<file path="src/rtl/orbit_step_sched.sv">
// Per-frame orbit integration sequencer: walks each step through r^3, x/y divides,
// velocity and position updates, with done-wait timeout and overrun detection.
module orbit_step_sched #(
    parameter int STEP_W      = 4,
    parameter int DIV_TIMEOUT = 64
) (
    input  logic              CLOCK_50,
    input  logic              reset,
    input  logic              frame_tick,
    input  logic              run,
    input  logic [STEP_W-1:0] steps_per_frame,
    output logic              rad_start,
    input  logic              rad_done,
    output logic              div_start,
    output logic              div_sel,
    input  logic              div_done,
    output logic              acc_we_x,
    output logic              acc_we_y,
    output logic              vel_we,
    output logic              pos_we,
    output logic              busy,
    output logic              frame_done,
    output logic              err_overrun,
    output logic              err_timeout
);

    localparam int WAIT_W = $clog2(DIV_TIMEOUT + 1);

    typedef enum logic [2:0] {
        IDLE, RAD, DIV_X, DIV_Y, VEL, POS, DONE
    } state_t;

    state_t            state, state_n;
    logic              entry;
    logic [STEP_W-1:0] step_cnt;
    logic [STEP_W-1:0] step_dec;
    logic [WAIT_W-1:0] wait_cnt;
    logic              waiting;
    logic              got_done;
    logic              timeout;

    // entry marks the first cycle in a state; starts fire there and dones are ignored there
    always_comb begin
        waiting  = (state == RAD) || (state == DIV_X) || (state == DIV_Y);
        got_done = 1'b0;
        case (state)
            RAD:          got_done = rad_done & ~entry;
            DIV_X, DIV_Y: got_done = div_done & ~entry;
            default:      got_done = 1'b0;
        endcase
        timeout  = waiting && !entry && !got_done &&
                   (wait_cnt == WAIT_W'(DIV_TIMEOUT - 1));
        step_dec = step_cnt - 1'b1;
    end

    always_comb begin
        state_n    = state;
        rad_start  = 1'b0;
        div_start  = 1'b0;
        div_sel    = 1'b0;
        acc_we_x   = 1'b0;
        acc_we_y   = 1'b0;
        vel_we     = 1'b0;
        pos_we     = 1'b0;
        frame_done = 1'b0;
        case (state)
            IDLE: if (frame_tick && run && (steps_per_frame != '0)) state_n = RAD;
            RAD: begin
                rad_start = entry;
                if (got_done) state_n = DIV_X;
            end
            DIV_X: begin
                div_start = entry;
                if (got_done) begin
                    acc_we_x = 1'b1;
                    state_n  = DIV_Y;
                end
            end
            DIV_Y: begin
                div_start = entry;
                div_sel   = 1'b1;
                if (got_done) begin
                    acc_we_y = 1'b1;
                    state_n  = VEL;
                end
            end
            VEL: begin
                vel_we  = 1'b1;
                state_n = POS;
            end
            POS: begin
                pos_we  = 1'b1;
                state_n = (run && (step_dec != '0)) ? RAD : DONE;
            end
            DONE: begin
                frame_done = 1'b1;
                state_n    = IDLE;
            end
            default: state_n = IDLE;
        endcase
        if (timeout) state_n = IDLE;
        busy = (state != IDLE);
    end

    always_ff @(posedge CLOCK_50 or posedge reset) begin
        if (reset) begin
            state       <= IDLE;
            entry       <= 1'b0;
            step_cnt    <= '0;
            wait_cnt    <= '0;
            err_overrun <= 1'b0;
            err_timeout <= 1'b0;
        end else begin
            state <= state_n;
            entry <= (state_n != state);
            if (state == IDLE && state_n == RAD)
                step_cnt <= steps_per_frame;
            else if (state == POS)
                step_cnt <= step_dec;
            // wait_cnt counts cycles elapsed since the start pulse of the current wait state
            if (waiting) begin
                if (entry) wait_cnt <= '0;
                else       wait_cnt <= wait_cnt + 1'b1;
            end
            if (frame_tick && state != IDLE) err_overrun <= 1'b1;
            if (timeout) err_timeout <= 1'b1;
        end
    end

endmodule

</file>
<file path="config.mk">
export PLATFORM = sky130hd
export DESIGN_NAME = orbit_step_sched
export DESIGN_NICKNAME = d
export VERILOG_FILES = /design/src/rtl/orbit_step_sched.sv
export SDC_FILE = /design/constraint.sdc
export NUM_CORES = 1
export LEC_CHECK = 0
export BUFFER_PORTS_ARGS = -buffer_cell sky130_fd_sc_hd__buf_2
export CAP_MARGIN = 25
export CORE_MARGIN = 2
export CORE_UTILIZATION = 44
export CTS_CLUSTER_DIAMETER = 30
export DETAILED_ROUTE_END_ITERATION = 12
export PLACE_DENSITY_LB_ADDON = 0.08
export SETUP_SLACK_MARGIN = 0.4
export SLEW_MARGIN = 20
export SYNTH_ARGS = -nofsm -noshare
export SYNTH_HDL_FRONTEND = slang
export SYNTH_SLANG_ARGS = --single-unit
</file>
<file path="constraint.sdc">
create_clock -name CLOCK_50 -period 2.69 [get_ports CLOCK_50]
set_input_delay 0.538 -clock CLOCK_50 [delete_from_list [all_inputs] [get_ports CLOCK_50]]
set_output_delay 0.538 -clock CLOCK_50 [all_outputs]
set_load 0.1 [all_outputs]
</file>
-- Word level (Yosys, flattened, before mapping)
Cells that the tools add are included.
- logic and storage cells: 58
- input port bits: 10
- output and inout port bits: 11
- bits in registers: 17
- eq/ne operators: 9
- bitwise gates (word level): 3
- reductions and logical operators: 18
- multiplexer cells: 20
- $add $sub $neg: 2
- operators with widths (operator ; number):
    3-bit 2-to-1 mux ; 6
    3-bit one-hot mux with 6 select lines ; 1
    3-bit equality test, second input constant ; 3
    1-bit 2-to-1 mux ; 9
    1-bit logical AND ; 8
    4-bit 2-to-1 mux ; 2
    4-bit nonzero test ; 2
    7-bit by 1-bit adder with 7-bit output, second input constant ; 1
    7-bit by 6-bit equality test with 1-bit output, second input constant ; 1
    7-bit 2-to-1 mux ; 1
    3-bit by 1-bit equality test with 1-bit output, second input constant ; 2
    3-bit by 2-bit equality test with 1-bit output, second input constant ; 2
    4-bit by 1-bit subtractor with 4-bit output, second input constant ; 1
    3-bit logical NOT ; 1
    3-bit inequality test ; 1
    3-bit nonzero test ; 1
    1-bit AND ; 2
    1-bit logical NOT ; 2
    1-bit logical OR ; 2
    1-bit one-hot mux with 2 select lines ; 1
    2-bit nonzero test ; 1
    2-bit OR reduction ; 1
    1-bit NOT ; 1

-- Longest topological paths before layout
- word-level depth: 10
- mapped depth: 8
- mapped depth without buffers: 7

-- Worst setup path before layout
Ideal clock, no wire load.
- kind: reg-to-output
- from: register state[2]
- to: output port rad_start
- arrival time: 3.703 ns
- stages on the path, launching flop included: 3
- buffers on the path: 1
- path slack: -1.551 ns
- cell sequence: dfrtp_1 -> buf_4 -> nor4b_1
- word-level cells in the longest chain between the ends: 2
- ends and longest elaborated chain (element ; RTL line ; source):
    start: declaration ; 33 ; state_t state, state_n;
    start signal: assignment ; 114 ; state <= state_n;
    3-bit by 1-bit equality test with 1-bit output ; 66 ; case (state)
    1-bit 2-to-1 mux ; 66 ;
    end: declaration ; 12 ; output logic rad_start,
Every way passes these cells.

-- Worst setup path after layout
- from: register state[1]
- to: output port acc_we_x
- word-level cells in the longest chain between the ends: 5
- elaborated cells on any way between the ends: 7
- classes of those cells: eq/ne (3); mux (3); reduce/logical (1)
- ends and longest elaborated chain (element ; RTL line ; source):
    3-bit by 2-bit equality test with 1-bit output (on tied branches) ; 46, 66 ;
    2-bit OR reduction (no line) ; - ;
    1-bit one-hot mux with 2 select lines ; 46 ; case (state)
    1-bit 2-to-1 mux ; 74 ; if (got_done) begin
    1-bit 2-to-1 mux * ; 66 ;
    end: declaration ; 17 ; output logic acc_we_x,
Mark *: on every way between the ends. The rest lies on a longest branch, timed or not.

==> flow_summary.toml <==
[detailed_routing]
totalWireLength_mm = 2.23
vias = 926
first_pass_iters = 5
highest_layer = "met4"
drt-vias-per-instance = 5.42
wl_met1_mm = 1.15
wl_met3_um = 93
drt_iter0_markers = 25
drc = 0
wl_met2_um = 944
ant_nets = 0
wl_per_cell_um = 13.0

[synthesis]
syn_area_um2 = 1080
avgSynthCellArea_um2 = 8.62
ys.flop_type = "dfrtp_1"
ys_seq_area_share_pct = 39.5
synth_cell_types = 39
synth_edf_count = 0
netlist_instances = 125
syn_nets = 138
synth_top_area_cell = "dfrtp_1"
synth_top_area_share_pct = 39.5
ys_ff_latch = 17
yosys-top-cells-area = "dfrtp_1, nand2_1, o21ai_0"
synth_warnings = 0
async_reset_ff_share_pct = 100

[timing]
setup_tns_ns = 0
clock.fmax_mhz = 449
drv_slew = 0
holdWs_ns = 0.318
fin_crit_sh_pct = 82.8
rsz0062_at_grt = "no"
worstMarginPinSlew_ns = 0.671
finalSetupViolCount = 0
slew_headroom_pct = 55.2
post-route-min-period_ns = 2.23
finalHoldViolCount = 0
skew_ns = 0.00555

[grt]
grt_pass1_wl_mm = 3.59
antenna_found_initial = 0
grt_pass1_vias = 804
grt_use_total_pct = 17.8
grt_max_degree = 18
grt.overflow.total = 0

[layout]
layout.cells.non_filler = 171
design_area_um2 = 1250
final_cell_mix = "nand2_1, dfrtp_1, buf_2, o21ai_0, inv_1"
layout.nets = 157
layout-drive-gt1-share_pct = 25.9
area_delta_synth_final_pct = 16.0
final_common_cell = "nand2_1"
diodes = 0
fillers = 214

[flow_run]
drv_cap = 0

[clocking]
insertion_delay_ns = 0.30
htree_levels = 1
cts.root.buffer_cell = "clkbuf_4"
cts_num_sinks = 17
cts_tree = "yes"
clockBufferDepth = 2
cts_setup_buffers = 0
cts_hold_buf = 0
cts_buffers = 3
clkTransAtPathRegs_ns = 0.11

[critical_path]
cp-start-kind = "register"
cp-end-kind = "primary output"
cp_max_fo = 11
path_cells = "inv_1 -> nor2_1 -> nand2_1 -> nor2_2 -> buf_4"
cp.required_ns = 2.15
critPathSlowestCell = "dfrtp_2"
cp.arrival_ns = 1.69
cpPeakStageDelay_ns = 0.49
critical_path_class = "register to primary output"

[placement]
place_area_um2 = 1200
place_congestion = 0.751
hpwl_mm = 1.64
dp_cells = 167
port_buffers = 20

[power]
power.total_mw = 1.53
p_per_area_nw_per_um2 = 1230
power_leakage_nw = 0.571
irDropWorstVdd_uv = 967

[floorplan]
die-area_um2 = 2860
row_count = 17
io_pins = 21
fp.dieH_um = 53.5
start_util_pct = 47.8
die_x_um = 53.5
core_um2 = 2250

[run_status]
status = "finished, final reports clean"

[worst_hold_path]
hp-class = "primary input to async pin"
-- cells in the mapped netlist (all sizes together), types with 4 or more instances --
cell   number
nand2      18
dfrtp      17
inv         9
o21ai      11
a31oi       4
nor2       10
nor3        4
nand3       4
buf         6
-- timing repair --
item / in CTS / in global routing
endpoints found under the hold margin: 0 / 0
endpoints found under the setup margin: 5 / 4
gates resized for setup: 7 / 3
pin swaps: 0 / 0
-- worst max-delay path: cells and delay by family, from the launching register on --
| family | cells | cell delay [ns] |
|---|---|---|
| simple gates | 3 | 0.47 |
| buf+inv | 2 | 0.43 |
| flops | 1 | 0.49 |
-- stage by stage --
| stage | util (%) | worst slack [ns] |
|---|---|---|
| final | 55.4 | 0.461 |
| after CTS | 55.1 | 0.407 |
| after detailed placement | 53.2 | 0.541 |
| after global routing | 55.4 | 0.403 |
| after floorplan | - | 0.488 |
| after global placement | 53.2 | 0.592 |
-- registers in the layout (all words and copies together), names as in the netlist --
name         count
wait_cnt         7
step_cnt         4
state            3
entry            1
err_overrun      1
err_timeout      1
-- worst paths after layout --
path,from,endpoint,slack (ns),depth (start not counted)
worst max-delay path,state[1],acc_we_x,0.46,5
min in group CLOCK_50,steps_per_frame[3],step_cnt[3],0.45,3
worst min register to register,err_overrun,err_overrun,0.47,1
max in group asynchronous,reset,state[0],1.90,2
worst max register to register,step_cnt[0],state[0],0.88,7
worst min-delay path,reset,err_timeout,0.32,2
-- kinds of logic after synthesis --
family | share of synthesized area, %
AND/OR/NAND/NOR | 25.3
AO/OA/AOI/OAI | 17.8
buffers and inverters | 7.90
XOR/XNOR | 3.25
multiplexers | 2.79
flip-flops | 39.5
adder cells (fa/ha/maj) | 3.48
-- per-layer routing --
| metal | track usage (%) | up-vias |
|---|---|---|
| li1 | - | 471 |
| met1 | 24.6 | 426 |
| met2 | 26.7 | 24 |
| met3 | 3.39 | 5 |
| met4 | 7.69 | 0 |
| met5 | 0 | - |
-- layout make-up --
type	instances	area, um^2	area share (%)
multi-input combinational	92	598	47.8
sequential	17	429	34.3
timing repair buffer	21	126	10.1
tap	28	35.0	2.80
inverter	9	33.8	2.70
clock buffer	3	22.5	1.80
clock inverter	1	5.00	0.400
-- where the power goes --
group	total (mW)	switching, mW	internal [mW]
clock	0.142	0.0864	0.0555
combinational	0.896	0.606	0.290
sequential	0.496	0.157	0.339
total	1.53	0.850	0.685
No activity file was read; power rests on OpenSTA's default activity.
